## src/rtl/vga_tile_renderer.sv

```systemverilog
// vga_tile_renderer
//   Tile-based playfield renderer for a VGA timing front end. A grid of
//   GRID_W x GRID_H cells, each {dirs[3:0], kind[1:0]}, is streamed in one
//   tile row at a time through the write port into a fill bank. The fill bank
//   is promoted to the display bank as the beam leaves each tile row. The
//   playfield is framed by a one-tile border coloured by game status.
//
//   Optional feature: define VGA_COLORBLIND_EN to let the colorblind input
//   remap palette index 1 from 001100 to 001111.
//
// Ports
//   clk, rst               clock, asynchronous active-high reset
//   px, py, visible        current beam position and active-area flag
//   hsync_in, vsync_in     raw syncs, delayed 2 cycles to hsync/vsync
//   line_end, frame_start  timing pulses (bank swap, frame clear)
//   wr_*                   cell write stream (valid/ready)
//   success, failure       border colour select (success wins)
//   colorblind             palette select (see VGA_COLORBLIND_EN)
//   r, g, b                2-bit colour, 2 cycles after px/py
//   drop_count             saturating count of discarded writes
module vga_tile_renderer #(
  parameter int GRID_W    = 18,
  parameter int GRID_H    = 13,
  parameter int TILE_LOG2 = 5,
  parameter int INSET     = 4
) (
  input  logic                      clk,
  input  logic                      rst,
  input  logic [9:0]                px,
  input  logic [9:0]                py,
  input  logic                      visible,
  input  logic                      hsync_in,
  input  logic                      vsync_in,
  input  logic                      line_end,
  input  logic                      frame_start,
  input  logic                      wr_valid,
  output logic                      wr_ready,
  input  logic [$clog2(GRID_W)-1:0] wr_x,
  input  logic [$clog2(GRID_H)-1:0] wr_y,
  input  logic [3:0]                wr_dirs,
  input  logic [1:0]                wr_kind,
  input  logic                      success,
  input  logic                      failure,
  input  logic                      colorblind,
  output logic [1:0]                r,
  output logic [1:0]                g,
  output logic [1:0]                b,
  output logic                      hsync,
  output logic                      vsync,
  output logic [7:0]                drop_count
);

  localparam int TILE = 1 << TILE_LOG2;
  localparam int RW   = $clog2(GRID_H + 2);
  localparam int TW   = 10 - TILE_LOG2;
  localparam logic [RW-1:0] ROW_SAT = RW'(GRID_H + 1);

  typedef struct packed {
    logic [3:0] dirs;   // bit0 up, bit1 right, bit2 down, bit3 left
    logic [1:0] kind;   // 0 empty, 1 snake, 2 apple
  } cell_t;

  // ---------------------------------------------------------------------------
  // Line banks and write path
  // ---------------------------------------------------------------------------
  cell_t [GRID_W-1:0] r_disp;
  cell_t [GRID_W-1:0] r_fill;
  logic [RW-1:0]      r_disp_row;
  logic               r_rdy_en;     // low only until the first edge out of reset
  logic               r_swap_pend;  // beam just finished the last line of a tile row
  logic [7:0]         r_drop;

  logic w_acc;
  logic w_keep;

  // Ready drops combinationally on frame_start so the clear cycle never
  // accepts a write; the swap cycle is known one cycle ahead.
  assign wr_ready = r_rdy_en & ~frame_start & ~r_swap_pend;
  assign w_acc    = wr_valid & wr_ready;
  assign w_keep   = w_acc && (RW'(wr_y) == r_disp_row) && (32'(wr_x) < GRID_W) &&
                    (r_disp_row != ROW_SAT);
  assign drop_count = r_drop;

  always_ff @(posedge clk or posedge rst) begin
    if (rst) begin
      r_disp      <= '0;
      r_fill      <= '0;
      r_disp_row  <= '0;
      r_rdy_en    <= 1'b0;
      r_swap_pend <= 1'b0;
      r_drop      <= '0;
    end else begin
      r_rdy_en    <= 1'b1;
      r_swap_pend <= line_end & (&py[TILE_LOG2-1:0]);
      if (w_acc && !w_keep && r_drop != 8'hFF)
        r_drop <= r_drop + 8'd1;
      if (frame_start) begin
        r_disp_row <= '0;
        r_disp     <= '0;
        r_fill     <= '0;
      end else if (r_swap_pend) begin
        // Promote the filled row; the old display contents are discarded.
        r_disp <= r_fill;
        r_fill <= '0;
        if (r_disp_row != ROW_SAT)
          r_disp_row <= r_disp_row + RW'(1);
      end else begin
        // Writes are never accepted on clear/swap cycles, so merging only
        // happens here. Repeated writes to a cell accumulate.
        for (int i = 0; i < GRID_W; i++) begin
          if (w_keep && (32'(wr_x) == i)) begin
            r_fill[i].dirs <= r_fill[i].dirs | wr_dirs;
            if (wr_kind > r_fill[i].kind)
              r_fill[i].kind <= wr_kind;
          end
        end
      end
    end
  end

  // ---------------------------------------------------------------------------
  // Stage 1: tile coordinates, intra-tile offset, display entry read
  // ---------------------------------------------------------------------------
  logic [TW-1:0] w_tx;
  logic [TW-1:0] w_ty;
  cell_t         w_rd;

  assign w_tx = px[9:TILE_LOG2];
  assign w_ty = py[9:TILE_LOG2];

  // Playfield tile tx maps to entry tx-1; border/outside tiles read empty.
  always_comb begin
    w_rd = '0;
    for (int i = 0; i < GRID_W; i++)
      if (32'(w_tx) == i + 1) w_rd = r_disp[i];
  end

  logic                 r_s1_vis;
  logic [TW-1:0]        r_s1_tx;
  logic [TW-1:0]        r_s1_ty;
  logic [TILE_LOG2-1:0] r_s1_ox;
  logic [TILE_LOG2-1:0] r_s1_oy;
  cell_t                r_s1_cell;
  logic                 r_s1_succ;
  logic                 r_s1_fail;
  logic                 r_s1_hs;
  logic                 r_s1_vs;
`ifdef VGA_COLORBLIND_EN
  logic                 r_s1_cb;
`else
  logic                 w_unused_cb;
  assign w_unused_cb = colorblind;
`endif

  always_ff @(posedge clk or posedge rst) begin
    if (rst) begin
      r_s1_vis  <= 1'b0;
      r_s1_tx   <= '0;
      r_s1_ty   <= '0;
      r_s1_ox   <= '0;
      r_s1_oy   <= '0;
      r_s1_cell <= '0;
      r_s1_succ <= 1'b0;
      r_s1_fail <= 1'b0;
      r_s1_hs   <= 1'b0;
      r_s1_vs   <= 1'b0;
`ifdef VGA_COLORBLIND_EN
      r_s1_cb   <= 1'b0;
`endif
    end else begin
      r_s1_vis  <= visible;
      r_s1_tx   <= w_tx;
      r_s1_ty   <= w_ty;
      r_s1_ox   <= px[TILE_LOG2-1:0];
      r_s1_oy   <= py[TILE_LOG2-1:0];
      r_s1_cell <= w_rd;
      r_s1_succ <= success;
      r_s1_fail <= failure;
      r_s1_hs   <= hsync_in;
      r_s1_vs   <= vsync_in;
`ifdef VGA_COLORBLIND_EN
      r_s1_cb   <= colorblind;
`endif
    end
  end

  // ---------------------------------------------------------------------------
  // Stage 2: tile geometry -> palette index -> registered colour
  // ---------------------------------------------------------------------------
  logic       w_border;
  logic       w_outside;
  logic       w_cx, w_cy;       // offset inside the centre band
  logic       w_lo_x, w_hi_x;   // offset in left / right inset band
  logic       w_lo_y, w_hi_y;   // offset in top / bottom inset band
  logic       w_arm;
  logic [1:0] w_idx;
  logic [5:0] w_rgb;

  assign w_border  = (r_s1_tx == '0) || (32'(r_s1_tx) == GRID_W + 1) ||
                     (r_s1_ty == '0) || (32'(r_s1_ty) == GRID_H + 1);
  assign w_outside = (32'(r_s1_tx) > GRID_W + 1) || (32'(r_s1_ty) > GRID_H + 1);
  assign w_lo_x    = 32'(r_s1_ox) < INSET;
  assign w_hi_x    = 32'(r_s1_ox) >= TILE - INSET;
  assign w_lo_y    = 32'(r_s1_oy) < INSET;
  assign w_hi_y    = 32'(r_s1_oy) >= TILE - INSET;
  assign w_cx      = !w_lo_x && !w_hi_x;
  assign w_cy      = !w_lo_y && !w_hi_y;
  // Each arm is a centre-width strip crossing one edge's inset band.
  assign w_arm     = (w_cx && w_lo_y && r_s1_cell.dirs[0]) ||
                     (w_cy && w_hi_x && r_s1_cell.dirs[1]) ||
                     (w_cx && w_hi_y && r_s1_cell.dirs[2]) ||
                     (w_cy && w_lo_x && r_s1_cell.dirs[3]);

  always_comb begin
    w_idx = 2'd0;
    if (!r_s1_vis)
      w_idx = 2'd0;
    else if (w_border)
      w_idx = r_s1_succ ? 2'd1 : (r_s1_fail ? 2'd2 : 2'd3);
    else if (w_outside)
      w_idx = 2'd0;
    else if (w_cx && w_cy)
      w_idx = r_s1_cell.kind;
    else if (w_arm)
      w_idx = 2'd1;
  end

  always_comb begin
    w_rgb = 6'b000000;
    case (w_idx)
      2'd0: w_rgb = 6'b000000;
`ifdef VGA_COLORBLIND_EN
      2'd1: w_rgb = r_s1_cb ? 6'b001111 : 6'b001100;
`else
      2'd1: w_rgb = 6'b001100;
`endif
      2'd2: w_rgb = 6'b110000;
      2'd3: w_rgb = 6'b111111;
      default: w_rgb = 6'b000000;
    endcase
  end

  always_ff @(posedge clk or posedge rst) begin
    if (rst) begin
      r     <= '0;
      g     <= '0;
      b     <= '0;
      hsync <= 1'b0;
      vsync <= 1'b0;
    end else begin
      r     <= w_rgb[5:4];
      g     <= w_rgb[3:2];
      b     <= w_rgb[1:0];
      hsync <= r_s1_hs;
      vsync <= r_s1_vs;
    end
  end

endmodule

```

## config.mk

```make
export PLATFORM = sky130hd
export DESIGN_NAME = vga_tile_renderer
export DESIGN_NICKNAME = d
export VERILOG_FILES = /design/src/rtl/vga_tile_renderer.sv
export SDC_FILE = /design/constraint.sdc
export NUM_CORES = 1
export LEC_CHECK = 0
export BUFFER_PORTS_ARGS = -buffer_cell sky130_fd_sc_hd__buf_2
export CAP_MARGIN = 20
export CORE_MARGIN = 5
export CORE_UTILIZATION = 47
export CTS_BUF_LIST = sky130_fd_sc_hd__clkbuf_2
export CTS_CLUSTER_DIAMETER = 40
export DETAILED_ROUTE_END_ITERATION = 8
export HOLD_SLACK_MARGIN = 0.05
export PLACE_DENSITY = 0.66
export SLEW_MARGIN = 20
export SYNTH_ARGS = -nofsm -noshare
export SYNTH_HDL_FRONTEND = slang
export SYNTH_SLANG_ARGS = --single-unit
```

## constraint.sdc

```tcl
create_clock -name clk -period 8.5 [get_ports clk]
set_input_delay 0.85 -clock clk [delete_from_list [all_inputs] [get_ports clk]]
set_output_delay 0.85 -clock clk [all_outputs]
set_load 0.05 [all_outputs]
```

==> Yosys cells after proc, flatten, opt, wreduce, memory -nomap -nowiden <==
Cells that the tools add are included.
Widths: inputs -> output; s select.
{ "word_totals": {"regBits": 269, "input_bits": 46, "out_inout_bits": 17, "word_cells": 363} }
{ "op_classes": {"n_addsub": 2, "magnitude_cmp": 25, "eq_ne": 43, "n_mux": 69, "bitwise_logic": 24, "reduce_logical": 108} }
{ "ops": {"columns": ["operator", "count"], "rows": [
  ["$mux 108", 4],
  ["$mux 6", 36],
  ["$reduce_bool 3->1", 36],
  ["$eq 5x4->1 const B", 17],
  ["$or 4x4->4", 18],
  ["$mux 2", 23],
  ["$eq 5x3->1 const B", 8],
  ["$reduce_and 2->1", 19],
  ["$gt 2x2->1", 18],
  ["$logic_and 1x1->1", 34],
  ["$eq 5x5->1 const B", 6],
  ["$pmux 6 s4", 1],
  ["$eq 5x2->1 const B", 4],
  ["$logic_not 5->1", 3],
  ["$mux 4", 3],
  ["$eq 5x1->1 const B", 2],
  ["$ge 5x5->1 const B", 2],
  ["$lt 5x3->1 const B", 2],
  ["$add 8x1->8 const B", 1],
  ["$ne 8x8->1 const B", 1],
  ["$logic_or 1x1->1", 7],
  ["$gt 5x4->1 const B", 1],
  ["$gt 5x5->1 const B", 1],
  ["$logic_not 1->1", 5],
  ["other kinds (12)", 19]
]} }

==> Longest topological paths before layout <==
{ "depth": {"depth_word": 19, "mapped_depth": 9, "depth_no_buf": 7} }

==> Worst setup path after synthesis <==
OpenSTA, ideal clock, no wires.
{ "synth_path": {"kind": "input port to output port", "from": "input port frame_start", "to": "output port wr_ready", "arrival_time_ns": 2.501, "required_ns": 7.650, "slack_ns": 5.149, "cell_stages": 6, "path_buffers": 4, "path_cell_list": "clkbuf_1 or2_2 clkbuf_1 clkbuf_1 clkbuf_1 nor2_1"} }
{ "synth_via": {"elab_chain_cells": 3} }
{ "synth_lines": {"columns": ["element", "line_no", "text"], "rows": [
  ["start, declared", "35", "input logic frame_start,"],
  ["$not 1->1", "78", "assign wr_ready = r_rdy_en & ~frame_start & ~r_swap_pend;"],
  ["$and 1x1->1 (2 in series)", "78", null],
  ["end, declared", "37", "output logic wr_ready,"]
]} }
No other way between the ends.

==> Final worst setup path <==
{ "layout_path": {"from": "register r_swap_pend", "to": "output port wr_ready"} }
{ "layout_via": {"elab_chain_cells": 2} }
{ "layout_lines": {"columns": ["element", "line_no", "text"], "rows": [
  ["start, declared", "70", "logic r_swap_pend;"],
  ["start signal, assigned", "94", "r_swap_pend <= line_end & (&py[TILE_LOG2-1:0]);"],
  ["$not 1->1", "78", null],
  ["$and 1x1->1", "78", null]
]} }
No other way between the ends.

==> results.md <==
* Wire length of the first global-routing pass at 55.1 mm
* Critical Path End Type: primary output
* Number of cells after detailed placement at 1594
* Top achievable clock speed at 309 MHz
* Slowest cell on the critical path: dfrtp_4
* Maximum capacitance violations at 0
* Worst rel slew slack at 22.0%
* Met1 WL at 15.2 mm
* Number of port buffers at 59
* Psw at 727 uW
* Clock root buffer master: clkbuf_2
* Maximum fanout count along the critical path at 26
* Remaining design rule violation count at 0
* Total number of yosys warnings at 0
* Design internal power at 1660 uW
* Effective utilization at floorplan at 48.0%
* Post-synthesis cell area at 13000 um2
* Skew final at 0.0888 ns
* Via count of the first global-routing pass at 9695
* Number of buffers added by the clock tree synthesis step at 71
* Top FF cell, synth: dfrtp_1
* Number of vias after detailed routing at 9776
* Combinational group share of total power at 10.9%
* Power density of the placed cells at 169 nW/um2
* Number of standard-cell rows in the floorplan at 60
* Clock network power share at 35.4%
* FILL cells at 2472
* Tot GR Track Use at 22.4%
* Initial DRC count at 924
* Maximum number of pins on one net before global-route repair at 122
* NumNets Final at 1388
* Clock sink count at 262
* Ys async rst share at 100%
* Layout cell share with drive strength beyond 1 at 15.9%
* Met2 wire length at 16.0 mm
* Signal arrival time at the worst endpoint at 2.39 ns
* Number of max-slew violations in the final report at 0
* Final Hold Slack at 0.111 ns
* Antenna violations before repair at 2
* Post-Place Setup Slack at 4.96 ns
* Proportion of total power due to net switching at 30.4%
* Clock H-tree levels at 3
* Final Setup Violations at 0
* Antenna-violating nets left at 0
* Top layer used by detailed routing: met5
* Synthesis-to-layout area growth at 8.93%
* Post-CTS sizing at 0
* Count of distinct cell types in the synthesized netlist at 79
* Clock Tree Buf Depth at 3
* Core Area at 27100 um2
* Syn Area/Cell at 10.6 um2
* Ordered list of cells on the worst path: or2_4 -> nor2_1 -> buf_2
* Synthesized net count at 1317
* Post-detailed-routing wire length at 34.6 mm
* Post-synthesis register bit count at 262
* Worst hold path class: in2reg
* Sequential cell fraction of total power at 53.6%
* Router iterations before antenna repair at 6
* Post-CTS setup buffer count at 0
* Clock latency of the later-clocked register in the worst-skew pair at 0.89 ns
* Die area at 31100 um2
* Reported leakage power at 0.00625 uW
* Crit start category: register
* DIE WIDTH at 176 um
* Hold_buf cts at 7
* Routed WL per cell at 20.1 um
* Routability congestion estimate from global placement at 0.861
* Time the final worst path needs with I/O delays and setup at 3.24 ns
* Setup_tns at 0 ns
* Placed wire-length estimate at 21.1 mm
* Pin slew with the least headroom to its limit at 1.17 ns
* Post-synth EDFFs at 0
* Final worst path period share at 38.1%
* Unrepaired setup endpoints after global routing: no
* CTS tree: done
* Post-Syn Instances at 1232
* Remaining global-route overflow at 0
* Post-synthesis sequential area ratio at 50.4%
* Detailed-route vias per instance at 5.69
* Peak supply drop at 0.168 mV
* Height of the die at 176 um
* Clock transition at the register clock pins on the worst setup and hold paths after CTS at 0.09 ns
* Classification of the worst setup path: reg2out
* Worst EP required at 7.65 ns
* Post-route setup slack at 5.26 ns
* Number of hold violations in the final report at 0
* Result of the run: completed
* Worst stage delay on the critical path at 0.68 ns
* Met3 WL post-DR at 2.39 mm
* Fin cells at 1719
* I/O pin count at 63
[worst max-delay path, delay by kind of cell, from the launching register on]
| kind | cells | cell delay, ns |
|---|---|---|
| buffers and inverters | 1 | 0.28 |
| flip-flops | 1 | 0.68 |
| AND/OR/NAND/NOR | 2 | 0.57 |
[power by group through the flow]
stage	registers, uW	clock network (uW)	logic, uW
2_1_floorplan	1340	0	142
3_3_place_gp	1310	0	256
3_5_place_dp	1310	0	258
4_1_cts	1280	874	261
5_1_grt	1290	944	282
6_report	1280	848	261
[final timing paths]
check	start	end	depth (start not counted)	slack, ns
worst min register to register	r_s1_vs	vsync	0	0.36
worst max-delay path	r_swap_pend	wr_ready	3	5.26
worst max register to register	r_swap_pend	r_fill[26]	5	5.39
min in group asynchronous	rst	r_s1_tx[4]	2	0.14
worst min-delay path	py[6]	r_s1_ty[1]	1	0.11
max in group asynchronous	rst	r_fill[29]	3	6.82
[metal layers]
| layer | up-vias | track usage, % |
|---|---|---|
| li1 | 4500 | - |
| met1 | 4821 | 31.2 |
| met2 | 375 | 34.8 |
| met3 | 78 | 4.75 |
| met4 | 2 | 8.41 |
| met5 | - | 0 |
[synth_stat cells, types with 17 or more instances]
library cell	number	area, um2
a21oi_1	100	500
clkbuf_1	39	146
inv_1	30	113
nor4_4	18	383
mux2i_1	150	1500
o21ai_0	18	90.1
nand2_1	42	158
dfrtp_1	262	6560
nor2b_1	28	175
nor2_1	243	912
ha_1	39	488
buf_2	23	115
o211ai_1	17	128
[placed cells by master (no fill, tap or decap), drive strengths merged, types with 19 or more instances in the layout]
cell type / netlist / layout
inv: 30 / 33
o21ai: 19 / 19
ha: 39 / 39
a21oi: 101 / 101
nor2: 243 / 243
nor4: 19 / 19
clkbuf: 39 / 96
dfrtp: 262 / 262
buf: 40 / 69
nand2: 43 / 43
mux2i: 150 / 150
nor2b: 28 / 28
[cells by family (layout without fill, tap and decap cells)]
group           Yosys count  count (layout)  synth area share (%)
simple gates            447             447                  19.3
buf+inv                 109             222                  3.74
flops                   262             262                  50.4
other cells               1               3                0.0288
compound gates          210             210                  10.2
fa+ha+maj                39              39                  3.75
mux                     153             153                  11.8
xor+xnor                 11              11                 0.741
[flip-flops by register name, indices dropped and copies added, names as in the netlist, 3 cells and up]
register,cells
drop_count,8
r_disp,108
r_disp_row,4
r_fill,108
r_s1_cell,6
r_s1_ox,3
r_s1_oy,3
r_s1_tx,5
r_s1_ty,5
[cell type report]
type / instances / area [um2] / area share [%]
antenna: 2 / 5.00 / 0.0353
clock buffer: 96 / 480 / 3.39
clock inverter: 19 / 105 / 0.742
inverter: 30 / 120 / 0.848
multi-input combinational: 861 / 5970 / 42.1
sequential: 262 / 6560 / 46.3
tap: 372 / 465 / 3.29
timing repair buffer: 77 / 457 / 3.23
[per-stage QoR]
step | instance area, um2 | utilization (%) | power, uW
3_3_place_gp | 13500 | 49.8 | 1560
4_1_cts | 14100 | 52.2 | 2420
2_1_floorplan | 13000 | - | 1490
5_1_grt | 14200 | 52.2 | 2510
6_report | 14200 | 52.2 | 2390
3_5_place_dp | 13500 | 49.8 | 1570
Power figures use the tool's default switching activity.
